### src/rtl/regfile_wb_arbiter.sv
// regfile_wb_arbiter: round-robin arbiter sharing the single regfile write port
// (d/rd/rwe) among NREQ writeback requesters using valid/ready handshakes.
// Optional build macro REGFILE_ARB_FIXED_PRIO_EN selects fixed priority
// (lowest index wins, ptr tied to 0); default is round-robin.
module regfile_wb_arbiter #(
  parameter int unsigned NREQ = 3,
  parameter int unsigned AW   = 5,
  parameter int unsigned DW   = 32,
  parameter int unsigned CNTW = 16,
  localparam int unsigned PW  = (NREQ > 1) ? $clog2(NREQ) : 1
) (
  input  logic                 clock,
  input  logic                 reset,
  input  logic                 stall,
  input  logic [NREQ-1:0]      req_valid,
  input  logic [NREQ*AW-1:0]   req_addr,
  input  logic [NREQ*DW-1:0]   req_data,
  output logic [NREQ-1:0]      req_ready,
  output logic [AW-1:0]        d,
  output logic [DW-1:0]        rd,
  output logic                 rwe,
  output logic [CNTW-1:0]      wr_count,
  output logic [PW-1:0]        ptr
);

  logic            found;
  logic [PW-1:0]   gnt_idx;
  logic [PW-1:0]   cand_idx;
  logic [NREQ-1:0] grant;
  logic [AW-1:0]   gnt_addr;
  logic [DW-1:0]   gnt_data;
  logic            xfer;
  int              cand;

  // Search valid requests starting at ptr, wrapping; grant the first one found.
  always_comb begin
    found    = 1'b0;
    gnt_idx  = '0;
    cand_idx = '0;
    cand     = 0;
    grant    = '0;
    if (!reset && !stall) begin
      for (int off = 0; off < int'(NREQ); off++) begin
        cand     = (int'(ptr) + off) % int'(NREQ);
        cand_idx = PW'(cand);
        if (!found && req_valid[cand_idx]) begin
          found   = 1'b1;
          gnt_idx = cand_idx;
        end
      end
      if (found) grant = NREQ'(1) << gnt_idx;
    end
  end

  // Route the winner's address/data toward the write-port registers.
  always_comb begin
    gnt_addr = '0;
    gnt_data = '0;
    for (int i = 0; i < int'(NREQ); i++) begin
      if (grant[i]) begin
        gnt_addr = req_addr[i*AW +: AW];
        gnt_data = req_data[i*DW +: DW];
      end
    end
  end

  assign req_ready = grant;
  assign xfer      = |(req_valid & grant);

  // Register the write port, transfer counter and round-robin pointer.
  always_ff @(posedge clock) begin
    if (reset) begin
      rwe      <= 1'b0;
      d        <= '0;
      rd       <= '0;
      wr_count <= '0;
      ptr      <= '0;
    end else begin
      // Writes to address 0 are accepted and counted but never enabled.
      rwe <= xfer && (gnt_addr != '0);
      if (xfer) begin
        d        <= gnt_addr;
        rd       <= gnt_data;
        wr_count <= wr_count + CNTW'(1);
`ifdef REGFILE_ARB_FIXED_PRIO_EN
        ptr      <= '0;
`else
        ptr      <= (gnt_idx == PW'(NREQ - 1)) ? '0 : gnt_idx + PW'(1);
`endif
      end
    end
  end

endmodule
### config.mk
export PLATFORM = sky130hd
export DESIGN_NAME = regfile_wb_arbiter
export DESIGN_NICKNAME = d
export VERILOG_FILES = /design/src/rtl/regfile_wb_arbiter.sv
export SDC_FILE = /design/constraint.sdc
export NUM_CORES = 1
export LEC_CHECK = 0
export CORE_UTILIZATION = 41
export CTS_BUF_LIST = sky130_fd_sc_hd__clkbuf_16
export DETAILED_ROUTE_END_ITERATION = 16
export GPL_ROUTABILITY_DRIVEN = 1
export PLACE_DENSITY = 0.86
export SETUP_SLACK_MARGIN = 0.02
export SLEW_MARGIN = 20
export SYNTH_ARGS = -nofsm -noshare
export SYNTH_HDL_FRONTEND = slang
export SYNTH_SLANG_ARGS = --single-unit
### constraint.sdc
create_clock -name clock -period 4.9 [get_ports clock]
set_clock_uncertainty 0.05 [all_clocks]
set_input_delay 1.225 -clock clock [delete_from_list [all_inputs] [get_ports clock]]
set_output_delay 1.225 -clock clock [all_outputs]
set_load 0.02 [all_outputs]
Word level (Yosys, flattened, before mapping)
Cells that the tools add are included.
W data, S select, Z words.

word-level totals
  bits in registers = 56
  input bits = 117
  output and inout bits = 59
  logic and storage cells = 54

cells by class
  add/sub/neg operators = 4
  divide/modulo/power cells = 3
  magnitude comparators = 3
  equality and inequality tests = 1
  shifts and indexed selects = 1
  muxes and demuxes = 26
  bitwise gates (word level) = 1
  reductions and logical operators = 10

operators by type and width
  operator                 count
  $mux W32                 3
  $mod A32 B3 Y32 const B  2
  $mod A3 B3 Y32 const B   1
  $add A16 B1 Y16 const B  1
  $mux W5                  3
  $mux W2                  6
  $lt A2 B3 Y1 const B     3
  $mux W1                  9
  $bmux W1 S2              3
  $mux W3                  2
  $reduce_bool A5 Y1       1
  $logic_and A1 B1 Y1      4
  $logic_not A1 Y1         4
  $add A2 B1 Y3 const B    1
  $add A2 B2 Y3 const B    1
  $and A3 B3 Y3            1
  $reduce_or A3 Y1         1
  $shl A1 B2 Y3 const A    1
  $add A2 B1 Y2 const B    1
  $eq A2 B2 Y1 const B     1

Logic depth before layout (Yosys ltp)
  depth in word-level cells = 21
  gate-level depth with buffers = 12
  mapped depth without buffers = 9

Worst setup path after synthesis
OpenSTA, ideal clock, no wires.

  kind = input -> output
  from = input port req_valid[0]
  to = output port req_ready[1]
  arrival time = 2.487 ns
  data required time = 3.625 ns
  slack = 1.138 ns
  cell stages on the path = 5
  path buffers = 0
  cells stage by stage = a21bo_1 > a21o_1 > a311o_1 > a21o_1 > nor2_1

between the ends
  cells in the longest elaborated chain, start to end = 15

RTL lines
  item                           RTL line  source
  start: declaration             15        input logic [NREQ-1:0] req_valid,
  $bmux W1 S2                    46        if (!found && req_valid[cand_idx]) begin
  $mux W1 (implied by the code)  46
  $mux W1                        46
  $mux W1                        42        if (!reset && !stall) begin
  $logic_not A1 Y1               46
  $logic_and A1 B1 Y1            46
  $mux W1                        46
  $mux W1                        42
  $logic_not A1 Y1               46
  $logic_and A1 B1 Y1            46
  $mux W2                        46
  $mux W2                        42
  $shl A1 B2 Y3                  51        if (found) grant = NREQ'(1) << gnt_idx;
  $mux W3 *                      51
  $mux W3 *                      42
  end: declaration               18        output logic [NREQ-1:0] req_ready,

Every way passes the cells marked *; elsewhere a longest branch is shown, timed or not. The select of a mux whose other input is x is not followed.

Worst setup path after layout
  from = input port req_valid[0]
  to = output port req_ready[0]

The elaborated chain is that of the path after synthesis.

==> run summary <==
status: finished clean
Critical Path Start Type: input pin
CTS tree: built
gr usage total: 26.7%
setup ws final: 401 ps
Cell Area, Synth: 3040 um2
H-Tree Level Count: 2
Final #Nets: 668
Relative slew margins: 52.5%
f_max: 222 MHz
CTS root buf: clkbuf_16
worst-path cell chain: clkdlybuf4s50_1 -> a21bo_1 -> a21o_1 -> a311o_1 -> buf_4 -> a21oi_4 -> nor3_2 -> dlymetal6s2s_1
sequential group share of total power: 24.1%
CP max stage delay: 630 ps
most frequent cell after synthesis: dfxtp_1
initial DRC count: 180
Reg clk slew, reported paths: 80 ps
Min Clock Period, post-route: 4500 ps
cell family with most CP delay: buffers and inverters
FF-to-FF Start: ptr[0]$_SDFFE_PP0P_
Post-CTS Hold Buffers: 0
total routed wirelength: 10400 um
Mapped Cells: 380
area fraction of the dominant cell type after synthesis: 36.9%
Initial Utilization: 42.1%
leak pwr: 0.00197 uW
Slew Limit Fails: 0
antenna violations before repair: 0
PD cells: 537 nW/um2
multiplexer share of the synthesized area: 0.989%
flop2flop setup slack: 1730 ps
Bufs on Longest Clock Path: 2
Worst Path Arrival: 3220 ps
largest family of logic cells by synthesized area: compound AO/OA/AOI/OAI gates
DRT Pass-1 Iters: 4
FP Rows: 31
final setup fails: 0
Synth area leaders: dfxtp_1 37%, nand3_1 6.3%, a21o_1 5.7%
ys flop type: dfxtp_1
Power Total: 2720 uW
largest net degree at the start of global routing: 39
Post-synth top cells: 56 x dfxtp_1, 46 x nand2_1, 38 x nand3_1
fin util: 70.2%
Hold Path Class: register to register
Remaining Overflow, GRT: 0
syn_area_per_cell: 7.99 um2
R2R depth: 10
Buf+Inv Stages, Crit Path: 3
post-synthesis sequential area ratio: 36.9%
Simple-Gate Fraction of Synth Area: 22.9%
gpl congestion: 0.985
Setup WS pre-CTS: 77.0 ps
number of distinct library cells after synthesis: 52
cell taking the most area after synthesis: dfxtp_1
worst r2r dst: rd[29]$_SDFFE_PP0P_
post-DP HPWL: 7740 um
clock group share of total power: 13.3%
P&R area growth vs syn: 66.8%
Int Pwr: 1520 uW
Via-to-Cell Ratio: 5.53
Peak VDD IR: 0.246 mV
CP Class: input pin to output port
Synth async-reset ratio: 0%
# Max-Cap Violations: 0
Die Y: 88.0 um
Die X: 88.0 um
Clock Latency Late Sink: 290 ps
final hold viol count: 0
vias in the first global route: 3436
vias: 3575
clk sinks: 56
Die ar.: 7750 um2
WHS: 404 ps
worst hold stages: 2
syn nets: 502
fin crit share: 91.8%
ant diodes: 0
Comb power frac: 62.6%
# DRC: 0
Ys Warns: 0
first-pass GRT wire length: 16200 um
Adder-Cell Fraction of Synth Area: 2.06%
slew of the pin with the lowest slew margin: 711 ps
synthesis-stage register bit count: 56
CP Data Required Time: 3620 ps
CP max FO: 8
compound-gate portion of the synthesized area: 28.7%
Setup TNS: 0 ps
I/O pins: 176
Net Sw Power: 1200 uW
Post-synth EDFFs: 0
nature of the critical path endpoint: output port
Worst path slowest cell: clkdlybuf4s50_1
Sw Share: 44.1%
CTS buffer count: 5
hold endpoint: d[2]$_SDFFE_PP0P_
input/output buffers: 175
RSZ-0062 raised after global routing: false
Post-Synth XOR/XNOR Area: 3.75%
hold wc startpoint: d[2]$_SDFFE_PP0P_
wire per inst: 16.1 um
core area: 7210 um2
ANT nets after route: 0
Crit path depth: 8
share of cells above drive strength 1: 5.30%
-- cell families after synthesis --
kind of cell               Yosys count
adders and majority gates            5
buffers and inverters               34
and+or+nand+nor                    148
AOI/OAI and AO/OA                  121
DFF                                 56
xor gates and xnor gates            13
muxes                                3
-- power by group through the flow --
| stage | combinational (uW) | sequential (uW) | clock [uW] |
|---|---|---|---|
| 2_1_floorplan | 930 | 808 | 0 |
| 3_3_place_gp | 1650 | 658 | 0 |
| 3_5_place_dp | 1690 | 663 | 0 |
| 4_1_cts | 1700 | 654 | 371 |
| 5_1_grt | 1840 | 671 | 390 |
| 6_report | 1700 | 654 | 363 |
-- metrics by stage --
| step | cell area, um2 | instances |
|---|---|---|
| CTS | 5040 | 646 |
| global route | 5060 | 646 |
| floorplan | 3040 | 380 |
| detailed placement | 4880 | 638 |
| global placement | 4880 | 638 |
| finish | 5060 | 646 |
-- layout by cell type, fill, tap and decap left out, types with 2 or more instances in the layout --
master,Yosys,routed
xnor2_1,4,4
buf_4,1,12
mux2i_1,3,2
clkbuf_16,0,5
a21oi_1,21,20
inv_1,6,6
a21o_1,23,23
and2_1,2,2
nand2b_1,2,2
and3_1,3,3
ha_1,5,5
clkdlybuf4s50_1,0,172
dfxtp_1,56,56
nand2_1,46,46
o21ai_0,6,6
nor2b_1,6,6
nand3b_1,2,2
a311o_1,2,2
nand3_1,38,38
nor2_1,36,36
a22o_1,16,16
xor2_1,9,9
o21a_1,2,2
a22oi_1,14,14
a211oi_1,6,6
nand4_1,3,3
a21oi_4,1,2
a31oi_1,15,15
and4_1,4,4
dlymetal6s2s_1,0,3
-- registers in the layout, indices dropped and copies added, names as in the netlist --
signal and flops:
rd 32, rwe 1, d 5, ptr 2, wr_count 16
-- worst max-delay path by stage --
stage | from | end | slack (ps)
2_1_floorplan | req_valid[0] | req_ready[1] | 1140
3_3_place_gp | req_valid[0] | req_ready[2] | 170
3_5_place_dp | req_valid[0] | req_ready[1] | 80
4_1_cts | req_valid[0] | req_ready[1] | 80
5_1_grt | req_valid[0] | req_ready[0] | 340
6_report | req_valid[0] | req_ready[0] | 400
-- worst reg2reg max path: cells and delay by family, from the launching register on --
family	cells	cell delay (ps)
fa+ha+maj	1	430
compound gates	5	1170
buf+inv	2	440
simple gates	2	600
flops	1	410
-- cell type report --
cell class | count | area, um2
fill | 598 | 2150
timing repair buffer | 187 | 1850
clock buffer | 5 | 125
clock inverter | 3 | 27.5
multi-input combinational | 290 | 1790
inverter | 6 | 22.5
sequential | 56 | 1120
tap | 99 | 124
-- routing by layer --
metal | wire length (um) | global-route usage (%) | share of wire (%) | vias to the layer above
met5 | 0 | 0 | 0 | -
met4 | 194 | 9.38 | 1.9 | 0
met3 | 696 | 5.75 | 6.7 | 16
met2 | 5440 | 49.3 | 52 | 144
met1 | 4070 | 30.3 | 39 | 1700
li1 | - | - | - | 1715
-- what timing repair did --
action                     CTS  global route
buffers inserted             0             0
setup endpoints to repair    0             3
resized for setup            0             5
Power figures use the tool's default switching activity.
